[src/rtl/ip_frag_tx.sv]
// ip_frag_tx: cuts UDP datagrams into IP fragments with a 56-bit sideband.
// Optional IP_FRAG_TX_STAT_EN adds datagram/fragment counters and a length error pulse.
module ip_frag_tx #(
  parameter logic [15:0] P_MAX_FRAG_LEN = 16'd1480,
  parameter logic [7:0]  P_PROTOCOL     = 8'd17,
  parameter logic [15:0] P_ID_INIT      = 16'd0
) (
  input  logic        i_clk,
  input  logic        i_rst,
  input  logic [63:0] s_axis_udp_data,
  input  logic [15:0] s_axis_udp_user,
  input  logic [7:0]  s_axis_udp_keep,
  input  logic        s_axis_udp_last,
  input  logic        s_axis_udp_valid,
  output logic        s_axis_udp_ready,
  output logic [63:0] m_axis_ip_data,
  output logic [55:0] m_axis_ip_user,
  output logic [7:0]  m_axis_ip_keep,
  output logic        m_axis_ip_last,
  output logic        m_axis_ip_valid,
  input  logic        m_axis_ip_ready
`ifdef IP_FRAG_TX_STAT_EN
  ,
  output logic [31:0] o_dgram_cnt,
  output logic [31:0] o_frag_cnt,
  output logic        o_len_err
`endif
);

  localparam logic [12:0] LP_OFF_STEP = P_MAX_FRAG_LEN[15:3];
  localparam logic [2:0]  LP_DF       = 3'b010;
  localparam logic [2:0]  LP_MF       = 3'b001;
  localparam logic [2:0]  LP_NONE     = 3'b000;

  typedef enum logic [1:0] {
    S_IDLE,
    S_SEND,
    S_DROP
  } state_t;

  state_t      r_state;
  state_t      w_state_nxt;
  logic [15:0] r_rem;
  logic [15:0] r_frag_len;
  logic [2:0]  r_flags;
  logic [12:0] r_off;
  logic [12:0] r_cnt;
  logic [15:0] r_id;
  logic [15:0] w_rem_nxt;
  logic [15:0] w_len_nxt;
  logic [2:0]  w_flags_nxt;
  logic [12:0] w_off_nxt;
  logic [12:0] w_cnt_nxt;
  logic [15:0] w_id_nxt;

  logic [63:0] r_data;
  logic [55:0] r_user;
  logic [7:0]  r_keep;
  logic        r_last;
  logic        r_valid;

  logic [15:0] w_cur_rem;
  logic [15:0] w_cur_len;
  logic [2:0]  w_cur_flags;
  logic [12:0] w_cur_off;
  logic [12:0] w_cur_cnt;
  logic [16:0] w_nb;
  logic        w_cnt_end;
  logic        w_fend;
  logic [15:0] w_rem_left;
  logic [15:0] w_len_left;
  logic [2:0]  w_flags_left;
  logic        w_s_ready;
  logic        w_acc;
  logic        w_load;

  assign w_s_ready = (r_state == S_DROP) | m_axis_ip_ready | ~r_valid;
  assign w_acc     = s_axis_udp_valid & w_s_ready;
  assign w_load    = w_acc & (r_state != S_DROP);

  // Fragment context of the beat on the input: fresh from the length in IDLE.
  always_comb begin
    if (r_state == S_IDLE) begin
      w_cur_rem   = s_axis_udp_user;
      w_cur_len   = (s_axis_udp_user > P_MAX_FRAG_LEN) ?
                    P_MAX_FRAG_LEN : s_axis_udp_user;
      w_cur_flags = (s_axis_udp_user > P_MAX_FRAG_LEN) ? LP_MF : LP_DF;
      w_cur_off   = '0;
      w_cur_cnt   = '0;
    end else begin
      w_cur_rem   = r_rem;
      w_cur_len   = r_frag_len;
      w_cur_flags = r_flags;
      w_cur_off   = r_off;
      w_cur_cnt   = r_cnt;
    end
  end

  assign w_nb         = ({1'b0, w_cur_len} + 17'd7) >> 3;
  assign w_cnt_end    = ({4'b0, w_cur_cnt} == (w_nb - 17'd1));
  assign w_fend       = w_cnt_end | s_axis_udp_last;
  assign w_rem_left   = w_cur_rem - w_cur_len;
  assign w_len_left   = (w_rem_left > P_MAX_FRAG_LEN) ?
                        P_MAX_FRAG_LEN : w_rem_left;
  assign w_flags_left = (w_rem_left > P_MAX_FRAG_LEN) ? LP_MF : LP_NONE;

  // Next state and fragment bookkeeping.
  always_comb begin
    w_state_nxt = r_state;
    w_rem_nxt   = r_rem;
    w_len_nxt   = r_frag_len;
    w_flags_nxt = r_flags;
    w_off_nxt   = r_off;
    w_cnt_nxt   = r_cnt;
    w_id_nxt    = r_id;
    unique case (r_state)
      S_IDLE, S_SEND: begin
        if (w_acc) begin
          if (s_axis_udp_last) begin
            w_state_nxt = S_IDLE;
            w_id_nxt    = r_id + 16'd1;
          end else if (w_cnt_end) begin
            if (w_rem_left == 16'd0) begin
              w_state_nxt = S_DROP;
            end else begin
              w_state_nxt = S_SEND;
              w_rem_nxt   = w_rem_left;
              w_len_nxt   = w_len_left;
              w_flags_nxt = w_flags_left;
              w_off_nxt   = w_cur_off + LP_OFF_STEP;
              w_cnt_nxt   = '0;
            end
          end else begin
            w_state_nxt = S_SEND;
            w_rem_nxt   = w_cur_rem;
            w_len_nxt   = w_cur_len;
            w_flags_nxt = w_cur_flags;
            w_off_nxt   = w_cur_off;
            w_cnt_nxt   = w_cur_cnt + 13'd1;
          end
        end
      end
      S_DROP: begin
        if (w_acc && s_axis_udp_last) begin
          w_state_nxt = S_IDLE;
          w_id_nxt    = r_id + 16'd1;
        end
      end
      default: w_state_nxt = S_IDLE;
    endcase
  end

  // State and fragment context registers.
  always_ff @(posedge i_clk or negedge i_rst) begin
    if (!i_rst) begin
      r_state    <= S_IDLE;
      r_rem      <= '0;
      r_frag_len <= '0;
      r_flags    <= '0;
      r_off      <= '0;
      r_cnt      <= '0;
      r_id       <= P_ID_INIT;
    end else begin
      r_state    <= w_state_nxt;
      r_rem      <= w_rem_nxt;
      r_frag_len <= w_len_nxt;
      r_flags    <= w_flags_nxt;
      r_off      <= w_off_nxt;
      r_cnt      <= w_cnt_nxt;
      r_id       <= w_id_nxt;
    end
  end

  // Single output register stage; valid holds until taken.
  always_ff @(posedge i_clk or negedge i_rst) begin
    if (!i_rst) begin
      r_data  <= '0;
      r_user  <= '0;
      r_keep  <= '0;
      r_last  <= 1'b0;
      r_valid <= 1'b0;
    end else if (w_load) begin
      r_data  <= s_axis_udp_data;
      r_user  <= {w_cur_len, w_cur_flags, P_PROTOCOL, w_cur_off, r_id};
      r_keep  <= s_axis_udp_last ? s_axis_udp_keep : 8'hFF;
      r_last  <= w_fend;
      r_valid <= 1'b1;
    end else if (m_axis_ip_ready) begin
      r_valid <= 1'b0;
    end
  end

  assign s_axis_udp_ready = w_s_ready;
  assign m_axis_ip_data   = r_data;
  assign m_axis_ip_user   = r_user;
  assign m_axis_ip_keep   = r_keep;
  assign m_axis_ip_last   = r_last;
  assign m_axis_ip_valid  = r_valid;

`ifdef IP_FRAG_TX_STAT_EN
  logic        w_final;
  logic        w_early;
  logic        w_len_err;
  logic [31:0] r_dgram_cnt;
  logic [31:0] r_frag_cnt;
  logic        r_len_err;

  assign w_final   = (w_cur_rem == w_cur_len);
  assign w_early   = s_axis_udp_last & ~(w_cnt_end & w_final);
  assign w_len_err = w_acc & ((r_state == S_DROP) | w_early);

  // Statistics: completed datagrams, emitted fragments, length errors.
  always_ff @(posedge i_clk or negedge i_rst) begin
    if (!i_rst) begin
      r_dgram_cnt <= '0;
      r_frag_cnt  <= '0;
      r_len_err   <= 1'b0;
    end else begin
      if (w_acc && s_axis_udp_last)
        r_dgram_cnt <= r_dgram_cnt + 32'd1;
      if (r_valid && r_last && m_axis_ip_ready)
        r_frag_cnt <= r_frag_cnt + 32'd1;
      r_len_err <= w_len_err;
    end
  end

  assign o_dgram_cnt = r_dgram_cnt;
  assign o_frag_cnt  = r_frag_cnt;
  assign o_len_err   = r_len_err;
`endif

endmodule

[config.mk]
export PLATFORM = sky130hd
export DESIGN_NAME = ip_frag_tx
export DESIGN_NICKNAME = d
export VERILOG_FILES = /design/src/rtl/ip_frag_tx.sv
export SDC_FILE = /design/constraint.sdc
export NUM_CORES = 1
export LEC_CHECK = 0
export ABC_CLOCK_PERIOD_IN_PS = 6800
export CAP_MARGIN = 20
export CORE_ASPECT_RATIO = 0.6
export CORE_MARGIN = 2
export CORE_UTILIZATION = 52
export DETAILED_ROUTE_END_ITERATION = 7
export HOLD_SLACK_MARGIN = 0.02
export PLACE_DENSITY = 0.81
export SETUP_SLACK_MARGIN = 0.1
export SYNTH_ARGS = -nofsm -noshare
export SYNTH_HDL_FRONTEND = slang
export SYNTH_SLANG_ARGS = --single-unit
[constraint.sdc]
create_clock -name i_clk -period 6.8 [get_ports i_clk]
set_input_delay 1.02 -clock i_clk [delete_from_list [all_inputs] [get_ports i_clk]]
set_output_delay 1.02 -clock i_clk [all_outputs]
set_load 0.02 [all_outputs]
== After elaboration in Yosys (flattened, before gate mapping) ==
Index checks and enable logic that the tools add are counted.

* Flip-flop bits (word level): 203
* Input bits: 93
* Output and inout bits: 131
* Word-level logic and storage cells: 76

* Add/sub/neg operators: 6
* Order comparisons: 2
* Equal/unequal tests: 8
* Multiplexer cells: 32
* Bitwise operators: 7
* Reductions and logical operators: 9

{| class="wikitable"
|+ Operator list
! kind !! number
|-
| $mux W16 || 11
|-
| $mux W13 || 6
|-
| $gt A16 B11 Y1 const B || 2
|-
| $pmux W16 S2 || 1
|-
| $add A16 B3 Y17 const B || 1
|-
| $eq A13 B17 Y1 || 1
|-
| $add A16 B1 Y16 const B || 1
|-
| $logic_not A16 Y1 || 1
|-
| $sub A16 B16 Y16 || 1
|-
| $sub A14 B1 Y15 const B || 1
|-
| $add A13 B1 Y13 const B || 1
|-
| $add A13 B8 Y13 const B || 1
|-
| $mux W2 || 6
|-
| $mux W3 || 3
|-
| $mux W8 || 1
|-
| $ne A2 B2 Y1 const B || 4
|-
| $reduce_and A4 Y1 || 2
|-
| $pmux W2 S2 || 1
|-
| $reduce_bool A2 Y1 || 2
|-
| $mux W1 || 3
|-
| $or A1 B1 Y1 || 3
|-
| $and A1 B1 Y1 || 2
|-
| $eq A2 B1 Y1 const B || 1
|-
| $eq A2 B2 Y1 const B || 1
|-
| other kinds (6) || 7
|}

== Depth between registers and ports, before layout ==
Gate-level depths: netlist of the first run.

* Word-level depth: 10
* Mapped depth: 24

== Least setup slack after synthesis of the first run ==
No wires, ideal clock.

* Kind: input -> register
* Start: input port s_axis_udp_user[9]
* End: register r_off[8]
* Setup time: 95 ps
* Arrival: 5596 ps
* Required time: 6705 ps
* Slack: 1108 ps
* Cell stages on the path: 18
* Cells stage by stage: or4b_1 > nor3_2 > o21ai_1 > o21ai_0 > inv_1 > ha_1 > or4_1 > o22ai_1 > xnor2_1 > nand3b_1 > or4_1 > or3_1 > or2_2 > o21ai_1 > buf_4 > buf_2 > o21ai_0 > o31ai_1

* Word-level cells in the longest chain between the ends: 8

{| class="wikitable"
|+ RTL lines
! element !! RTL line !! source
|-
| start: declaration || 11 || <nowiki>input logic [15:0] s_axis_udp_user,</nowiki>
|-
| $gt A16 B11 Y1 || 85 || <nowiki>w_cur_len = (s_axis_udp_user > P_MAX_FRAG_LEN) ?</nowiki>
|-
| $mux W16 || 85 ||
|-
| $mux W16 || 83 || <nowiki>if (r_state == S_IDLE) begin</nowiki>
|-
| $add A16 B3 Y17 || 99 || <nowiki>assign w_nb = ({1'b0, w_cur_len} + 17'd7) >> 3;</nowiki>
|-
| $sub A14 B1 Y15 || 100 || <nowiki>assign w_cnt_end = ({4'b0, w_cur_cnt} == (w_nb - 17'd1));</nowiki>
|-
| $eq A13 B17 Y1 || 100 ||
|-
| $ne A2 B2 Y1 (no source line) || n/a ||
|-
| $reduce_and A4 Y1 (no source line) || n/a ||
|-
| end signal: assignment || 168 || <nowiki>r_off <= w_off_nxt;</nowiki>
|-
| end: declaration || 46 || <nowiki>logic [12:0] r_off;</nowiki>
|}

Several ways; a longest one is shown, not always the timed one.
A chain may end at the register's enable or synchronous reset.

== Worst setup path in the final report of the first run ==
* Start: input port s_axis_udp_user[3]
* End: register r_cnt[2]

* Word-level cells in the longest chain between the ends: 8

{| class="wikitable"
|+ RTL lines
! element !! RTL line !! source
|-
| $gt A16 B11 Y1 (*) || 85 ||
|-
| $mux W16 (*) || 85 ||
|-
| $mux W16 (*) || 83 ||
|-
| via w_cur_len[0] || 63 || <nowiki>logic [15:0] w_cur_len;</nowiki>
|-
| $add A16 B3 Y17 || 99 ||
|-
| $sub A14 B1 Y15 || 100 ||
|-
| $eq A13 B17 Y1 || 100 ||
|-
| $ne A2 B2 Y1 (no source line) || n/a ||
|-
| $reduce_and A4 Y1 (no source line) || n/a ||
|-
| end signal: assignment || 169 || <nowiki>r_cnt <= w_cnt_nxt;</nowiki>
|-
| end: declaration || 47 || <nowiki>logic [12:0] r_cnt;</nowiki>
|}

Mark *: on every way through the listed nets, which the timed path passes. The rest lies on a longest branch.

==> run metrics, run 1 <==
Power Total=around 3.9 mW; Rel. slew slack=38.47%; Initial Util=approximately 54%; Core Area=approximately 0.020 mm²; RSZ-0062 raised after global routing=no; FF+latch area=a little over 0.005 mm²; Crit Path Max Fanout=14; first-pass GRT wire length=a little under 50000 µm; crit path DAT=about 6.7 ns; asr flop ratio synth=100.0%; Min Clock Period, post-route=6.304 ns; Ant. Diodes=0; XOR/XNOR share of the synthesized area=4.343%; Synth Area in Simple Gates=between 10% and 20%; DRC=0; Final ANT Viol Nets=0; RePlAce Congestion=just over 1; Synth Warn #=0; # resized after CTS=0; H-tree depth=1; Post-DP HPWL=~24000 µm; Vias=about 9.4k; share of layout cells above drive strength 1=approximately 12%; worst hold path class=flip-flop to flip-flop; Avg Cell Area, Syn=9.899 µm²; status=complete, no violations; highest-count cells in the layout ignoring fill and taps=clkdlybuf4s50_1 (216), dfrtp_1 (202), nand2_1 (138); final slew viol count=0; Seq cells post-synth=~200; crit start category=input port; Fillers=roughly 1.6k; Worst Tran Pin Value=about 0.92 ns; Port-buffer cells=roughly 220; grt ovf=0; final setup TNS=0 ns; VDD IR max=approximately 0.00019 V; CTS clock-pin slew for the worst setup and hold paths=roughly 0.070 ns; number of buffers created by CTS=20; die area=0.02215 mm²; GRT Util Overall=28.25%; CTS sink count=just over 200; Max Root-Sink Buffers=3; vias in the first global route=~9k; Compound-Gate Fraction of Synth Area=16.55%; CP Capture Type=flip-flop; post-synthesis cell count=1100; worst skew pair latency=about 0.5 ns; mux contribution to synthesized area=under 10%; First-pass DRT Iterations=5; Post-Route WL=~32000 µm; Netlist Area Pre-Place=approximately 0.011 mm²; minimum hold slack=0.4712 ns; top-level I/O count=around 220; pin count of the biggest net entering global routing=76; Layout Nets=1410; WL per Instance=between 20 and 25 µm; Leak Pwr=5.837 nW; EDFF count, synth=0; area of the multi-input gates=between 0.005 and 0.006 mm²; CTS tree=done; Tcrit/Tclk final=between 90% and 100%; Final Skew=~0.022 ns; Setup violations, final=0; setup ws final=0.4959 ns; sequential share of the synthesized area=between 40% and 50%; commonest non-fill, non-tap cell in the layout=clkdlybuf4s50_1; main combinational cell family by area after synthesis=simple AND/OR/NAND/NOR gates; Achievable Freq=roughly 160 MHz; chip width=roughly 190 µm; Setup CP Type=input port to flip-flop; Final Hold Viols=0; Worst Path Required=just over 7 ns; die height=~120 µm; Root Buffer=clkbuf_16; Max Cap Viol=0; Post-Synth Adder-Cell Area=under 10%; ratio of total power to cell area=~280 mW/mm²; Setup Buffers After CTS=0; Via density=between 5 and 6; Iter 0 DRT Violations=approximately 950; Synth-to-Final Area Change=28.19%; Setup WS pre-CTS=between 0.2 and 0.3 ns; number of cell rows=40; Synth Flop Type=dfrtp_1; initial antenna violation count=1; post-synth cell types=between 70 and 80; CTS Hold Bufs=0
==> final timing paths <==
kind / cells after the start / to / slack (ns) / start
worst min register to register: 2 / r_cnt[1]$_DFFE_PN0P_ / 0.47 / r_cnt[1]$_DFFE_PN0P_
worst max register to register: 17 / r_cnt[2]$_DFFE_PN0P_ / 1.01 / r_state[0]$_DFFE_PN0P_
max in group asynchronous: 2 / m_axis_ip_user[52]$_DFFE_PN0P_ / 4.91 / i_rst
min in group asynchronous: 1 / m_axis_ip_user[5]$_DFFE_PN0P_ / 0.51 / i_rst
worst max-delay path: 19 / r_cnt[2]$_DFFE_PN0P_ / 0.50 / s_axis_udp_user[3]
worst min-delay path: 2 / r_cnt[1]$_DFFE_PN0P_ / 0.47 / r_cnt[1]$_DFFE_PN0P_
==> kinds of logic after synthesis <==
| group | Yosys count |
|---|---|
| adder cells (fa/ha/maj) | 20 |
| other | 1 |
| AND/OR/NAND/NOR | 371 |
| flip-flops | 202 |
| XOR/XNOR | 54 |
| buffers and inverters | 95 |
| AO/OA/AOI/OAI | 262 |
| multiplexers | 95 |
==> flip-flops by register name (all words and copies together) (netlist names) <==
name / cells
m_axis_ip_data: 64
m_axis_ip_keep: 8
m_axis_ip_last: 1
m_axis_ip_user: 49
m_axis_ip_valid: 1
r_cnt: 13
r_flags: 3
r_frag_len: 16
r_id: 16
r_off: 13
r_rem: 16
r_state: 2
==> stage by stage <==
stage	utilization (%)	std cells	area [µm²]
after floorplan	-	1105	10910
after global placement	65.78	1548	13330
after detailed placement	65.78	1548	13330
after CTS	68.86	1583	13960
after global routing	68.86	1583	13960
final	68.86	1583	13960
==> power by group <==
| part | internal, mW | switching, mW | total (mW) |
|---|---|---|---|
| sequential | 1.38 | 0.154 | 1.53 |
| clock | 0.610 | 0.462 | 1.07 |
| combinational | 0.576 | 0.699 | 1.28 |
==> cells in the mapped netlist (15+ instances only) <==
cell type    n  area (µm²)
xnor2_1     36       315.3
o31ai_1     15       112.6
o21ai_0     78       390.4
nand3_1     20       100.1
dfrtp_1    202        5055
and2_1      15       93.84
mux2_2      84       945.9
a32o_1      15       150.1
or3_1       20       125.1
nand4_1     15       93.84
ha_1        19       237.7
xor2_1      18       157.7
nor3_1      26       130.1
clkbuf_1    46       172.7
nor2_1      60       225.2
nand2_1    139       521.8
inv_1       24       90.09
a21oi_1     37       185.2
==> per-layer routing <==
layer	vias up	GRT usage, %	wire length [µm]
li1	4354	-	-
met5	-	0	10
met4	2	5.426	446
met2	439	41.43	13650
met3	39	6.731	2979
met1	4580	42.90	14660
==> final cells by class <==
| type | instances | area share (%) |
|---|---|---|
| Clock buffer | 31 | 4.321 |
| Tap cell | 273 | 2.447 |
| Multi-Input combinational cell | 808 | 39.24 |
| Timing Repair Buffer | 241 | 16.97 |
| Clock inverter | 4 | 0.1613 |
| Inverter | 24 | 0.6454 |
| Sequential cell | 202 | 36.21 |
==> critical path, stage by stage <==
cell             delay [ns]
clkdlybuf4s50_1        0.63
or4b_1                 0.50
nor3_2                 0.33
o21ai_1                0.23
o21ai_0                0.49
ha_1                   0.29
fa_1                   0.23
nor2b_1                0.07
o31a_1                 0.28
o22ai_1                0.35
a211oi_1               0.15
a211oi_1               0.43
and3_1                 0.23
nand4_1                0.27
or2_2                  0.44
o21ai_4                0.21
buf_4                  0.25
o31ai_1                0.09
a22o_1                 0.18
Note: power is estimated with default switching activity, not from simulation.
==> run 2: changes to the inputs <==
- CORE_UTILIZATION: 52 -> 45
- PLACE_DENSITY: 0.81 -> 0.72
- SETUP_SLACK_MARGIN: 0.1 -> default
==> run metrics, run 2 (synthesis gave the netlist of run 1 again) <==
status=complete, no violations; Max Root-Sink Buffers=3 (unchanged); Via density=5.697 (-4.2%); setup ws final=0.6380 ns (+0.1422 ns); commonest non-fill, non-tap cell in the layout=clkdlybuf4s50_1; hold path start=r_cnt[1]$_DFFE_PN0P_; max FFs per register=64 (unchanged); depth of the most critical reg-to-reg path=16 (-1); VDD IR max=0.0001769 V (-8.3%); Port-buffer cells=217 (unchanged); RSZ-0062 raised after global routing=no; Initial Util=45.47% (-8.3 points); final slew viol count=0 (unchanged); crit start category=input port; Crit Path Max Fanout=15 (+1); Setup WS pre-CTS=0.2018 ns (-0.05907 ns); CTS Hold Bufs=0 (unchanged); number of buffers created by CTS=22 (+10%); DRC=0 (unchanged); Post-Route WL=31690 µm (-0.17%); highest-count cells in the layout ignoring fill and taps=clkdlybuf4s50_1 (216), dfrtp_1 (202), nand2_1 (138); worst hold path class=flip-flop to flip-flop; Core Area=0.02395 mm² (+18%); Rel. slew slack=26.90% (-12 points); Leak Pwr=5.897 nW (+1.0%); Vias=9331 (-0.88%); Synth-to-Final Area Change=30.01%; Final Hold Viols=0 (unchanged); Max Cap Viol=0 (unchanged); pin count of the biggest net entering global routing=96 (+26%); Post-DP HPWL=23140 µm (-1.8%); ratio of total power to cell area=283.8 mW/mm² (+2.2%); crit path DAT=6.61 ns (-0.07 ns); worst skew pair latency=0.51 ns (about the same); initial antenna violation count=0 (-1); GRT Util Overall=25.05% (-3.2 points); number of cell rows=44 (+10%); CTS clock-pin slew for the worst setup and hold paths=0.06 ns (about the same); Setup Buffers After CTS=0 (unchanged); Tcrit/Tclk final=90.62% (-2.1 points); die height=124.5 µm (+7.2%); most used cell, CP=a211oi_1; die area=0.02550 mm² (+15%); final std cells w/o fill=1638 (+3.5%); top-level I/O count=224 (unchanged); CTS sink count=202 (unchanged); Final Skew=0.009636 ns (-0.01263 ns); DP Cell Count=1596 (+3.1%); RePlAce Congestion=0.9486 (-5.8%); First-pass DRT Iterations=5 (unchanged); Achievable Freq=162.3 MHz (+2.3%); worst r2r src=r_state[1]$_DFFE_PN0P_; H-tree depth=1 (unchanged); Min Clock Period, post-route=6.162 ns (-0.1422 ns); CP Capture Type=flip-flop; hold path cells=2 (unchanged); Ant. Diodes=0 (unchanged); Worst Path Required=7.25 ns (+0.07 ns); final setup TNS=0 ns (unchanged); share of layout cells above drive strength 1=12.46% (+0.25 points); Layout Nets=1413 (+0.21%); first-pass GRT wire length=50370 µm (+2.9%); WL per Instance=19.34 µm (-3.5%); crit-path cells=clkdlybuf4s50_1, or4b_1, nor3_2, o21a_1, buf_4, a31o_2, inv_1, ha_1, a21o_1, a211oi_1, o2bb2ai_1, a211oi_1, a211oi_1, and3_1, nand4_1, or2_2, o21a_1, nand2_1, a22o_1; chip width=204.8 µm (+7.3%); Setup CP Type=input port to flip-flop; Final ANT Viol Nets=0 (unchanged); CP delay by family, top=compound AO/OA/AOI/OAI gates; grt ovf=0 (unchanged); max incr delay on CP=0.66 ns (+0.03 ns); crit path launch=s_axis_udp_user[3]; crit path buf inv count=3 (+1); Setup violations, final=0 (unchanged); Root Buffer=clkbuf_16; Critical-path top delay cell=clkdlybuf4s50_1; # resized after CTS=0 (unchanged); minimum hold slack=0.4589 ns (-0.01236 ns); Worst Tran Pin Value=1.083 ns (+0.1620 ns); Iter 0 DRT Violations=812 (-15%); CTS tree=done; path length in cells of the critical path=19 (unchanged); vias in the first global route=8915 (+1.7%); Power Total=4.018 mW (+3.6%)
run 2: cell types whose count changed in the layout (fill, tap and decap cells not counted):
cell	previous run	this run
clkinv_2	3	2
clkbuf_16	21	23
buf_12	1	0
clkbuf_1	6	8
clkinv_4	0	1
buf_16	0	2
bufinv_16	0	2
inv_6	0	1
clkbuf_8	5	3
run 2: path summary, 6_finish.rpt:
kind	slack, ns	to
hold / removal	0.46	r_cnt[1]$_DFFE_PN0P_
setup reg to reg	1.22	r_off[1]$_DFFE_PN0P_
setup / recovery	0.64	r_off[1]$_DFFE_PN0P_
max in group asynchronous	5.10	m_axis_ip_user[4]$_DFFE_PN0P_
hold reg to reg	0.46	r_cnt[1]$_DFFE_PN0P_
min in group asynchronous	0.51	m_axis_ip_data[46]$_DFFE_PN0P_
run 2: worst min-delay path, delay by kind of cell (launching register included):
family        cells  cell delay, ns
flops             1            0.33
simple gates      2            0.10
run 2: area by class of cell:
class | instances | area, µm²
well taps | 322 | 402.9
clock inverters | 7 | 95.09
fillers | 2057 | 9791
flip-flops and latches | 202 | 5055
multi-input cells | 808 | 5478
clock buffers | 33 | 633.1
repair buffers | 242 | 2404
inverters | 24 | 90.09
run 2: through the flow:
step / cell area (µm²) / utilization, %
2_1_floorplan: 10910 / -
3_3_place_gp: 13370 / 55.85
3_5_place_dp: 13370 / 55.85
4_1_cts: 14100 / 58.89
5_1_grt: 14160 / 59.12
6_report: 14160 / 59.12
run 2: routing by layer:
| layer | routed length, µm | global-route usage, % |
|---|---|---|
| met1 | 15690 | 39.46 |
| met2 | 12960 | 35.43 |
| met3 | 2639 | 5.364 |
| met4 | 396 | 4.263 |
| met5 | 0 | 0 |
run 2: power by group:
group	switching [mW]	internal, mW	leakage (nW)	total, mW
Clock	0.501	0.723	0.352	1.22
Sequential	0.143	1.38	2.53	1.52
Combinational	0.699	0.576	3.02	1.28
Total	1.34	2.68	5.90	4.02
==> run 3: changes to the inputs <==
- ABC_CLOCK_PERIOD_IN_PS: 6800 -> 5430
- PLACE_DENSITY: 0.72 -> 0.74
- clock period: 6.8 -> 5.43 ns (I/O delays scaled with it)
==> run metrics, run 3 (synthesis gave the netlist of run 1 again) <==
crit-path cells=clkdlybuf4s50_1, or4b_1, nor3_2, buf_4, o21ai_0, o21ai_0, ha_1, buf_4, a21o_1, o22ai_2, xnor2_1, nand3b_1, or4_1, or3_1, or2_2, o21ai_4, buf_4, clkbuf_16, nand2_1, o21ai_0; crit start category=input port; Leak Pwr=6.295 nW (+6.8%); share of layout cells above drive strength 1=18.22% (+5.8 points); Initial Util=45.47% (unchanged); highest-count cells in the layout ignoring fill and taps=clkdlybuf4s50_1 (216), dfrtp_1 (202), nand2_1 (138); Worst Path Required=5.84 ns (-1.41 ns); Port-buffer cells=217 (unchanged); VDD IR max=0.0002282 V (+29%); number of buffers created by CTS=20 (-9.1%); Reg2Reg Setup Slack=0.58 ns (-0.64 ns); Final Hold Viols=0 (unchanged); GRT Util Overall=24.95% (-0.11 points); Rel. slew slack=36.49% (+9.6 points); final std cells w/o fill=1716 (+4.8%); final setup TNS=0 ns (unchanged); Final ANT Viol Nets=0 (unchanged); die area=0.02550 mm² (unchanged); RePlAce Congestion=0.9407 (-0.83%); RSZ-0062 raised after global routing=yes; depth of the most critical reg-to-reg path=14 (-2); Post-Route WL=32010 µm (+1.0%); Setup violations, final=0 (unchanged); Critical Path End=r_rem[1]$_DFFE_PN0P_; Final Skew=0.01934 ns (+0.009700 ns); Crit Path Max Fanout=22 (+7); Fillers=1930 (-6.2%); worst hold path class=input port to asynchronous set/reset pin; CTS tree=done; status=complete, no violations; Power Total=5.215 mW (+30%); Worst Tran Pin Value=0.9440 ns (-0.1387 ns); Min Clock Period, post-route=about 5.3 ns; CP Capture Type=flip-flop; CTS sink count=202 (unchanged); crit path buf inv count=5 (+2); top-level I/O count=224 (unchanged); Vias=9658 (+3.5%); Max Root-Sink Buffers=3 (unchanged); CP delay by family, top=simple AND/OR/NAND/NOR gates; first-pass GRT wire length=50920 µm (+1.1%); max FFs per register=64 (unchanged); Core Area=0.02395 mm² (unchanged); ratio of total power to cell area=352.3 mW/mm² (+24%); die height=124.5 µm (unchanged); Root Buffer=clkbuf_16; R2R Path End=r_frag_len[12]$_DFFE_PN0P_; Tcrit/Tclk final=between 90% and 100%; Post-DP HPWL=23160 µm (about the same); DRC=0 (unchanged); path length in cells of the critical path=20 (+1); WL per Instance=18.66 µm (-3.6%); Critical-path top delay cell=or4b_1; max incr delay on CP=0.53 ns (-0.13 ns); Setup CP Type=input port to flip-flop; vias in the first global route=9320 (+4.5%); Via density=5.628 (-1.2%); pin count of the biggest net entering global routing=109 (+14%); First-pass DRT Iterations=6 (+1); commonest non-fill, non-tap cell in the layout=clkdlybuf4s50_1; crit path launch=s_axis_udp_user[4]; final slew viol count=0 (unchanged); number of cell rows=44 (unchanged); initial antenna violation count=1 (+1); H-tree depth=1 (unchanged); crit path DAT=5.69 ns (-0.92 ns); grt ovf=0 (unchanged); Iter 0 DRT Violations=787 (-3.1%); worst r2r src=r_state[1]$_DFFE_PN0P_; Achievable Freq=189.6 MHz; DP Cell Count=1678 (+5.1%); CTS clock-pin slew for the worst setup and hold paths=0.08 ns (+0.02 ns); minimum hold slack=0.3640 ns (-0.09483 ns); worst skew pair latency=0.51 ns (about the same); Ant. Diodes=0 (unchanged); Layout Nets=1493 (+5.7%); Synth-to-Final Area Change=35.95%; Max Cap Viol=0 (unchanged); chip width=204.8 µm (unchanged)
-- run 3: layer usage --
layer	wire length (µm)	global-route usage [%]
met4	722	6.010
met3	2641	5.233
met2	13510	36.03
met5	12	0
met1	15120	37.99
-- run 3: power by group --
group	total, mW	leakage, nW	internal, mW	switching, mW
Clock	1.50	0.332	0.872	0.629
Sequential	1.90	2.53	1.72	0.178
Combinational	1.81	3.44	0.884	0.930
-- run 3: final cells by class --
cell class,count,area (µm²),area share (%)
repair buffers,324,3050,20.61
clock inverters,12,156.4,1.056
flip-flops and latches,202,5055,34.14
well taps,322,402.9,2.721
inverters,24,90.09,0.6085
clock buffers,24,546.8,3.693
multi-input cells,808,5503,37.17
-- run 3: stage by stage --
stage               area, µm²  setup WS [ns]  util, %
floorplan               10910        0.05693        -
global placement        14040        -0.4122    58.63
detailed placement      14040        -0.4982    58.63
finish                  14800         0.1569    61.82
global route            14800       -0.06105    61.82
CTS                     14740         0.1340    61.56
-- run 3: worst min path at each step --
stage	cells after the start	slack, ns	to	from
6_report	1	0.36	r_frag_len[12]$_DFFE_PN0P_	i_rst
5_1_grt	1	0.44	r_frag_len[12]$_DFFE_PN0P_	i_rst
4_1_cts	1	0.41	r_frag_len[12]$_DFFE_PN0P_	i_rst
3_5_place_dp	2	0.46	r_cnt[1]$_DFFE_PN0P_	r_cnt[1]$_DFFE_PN0P_
3_3_place_gp	2	0.46	r_rem[6]$_DFFE_PN0P_	r_rem[6]$_DFFE_PN0P_
2_1_floorplan	2	0.43	r_cnt[1]$_DFFE_PN0P_	r_cnt[1]$_DFFE_PN0P_
-- run 3: what timing repair did --
item                                   4_1_cts  5_1_grt
gates resized for setup                      1        8
setup endpoints to repair                    2       61
endpoints found under the hold margin        0        0
hold buffers                                 0        0
setup buffers                                0        1
pin swaps                                    0        3
gates cloned                                 0        1
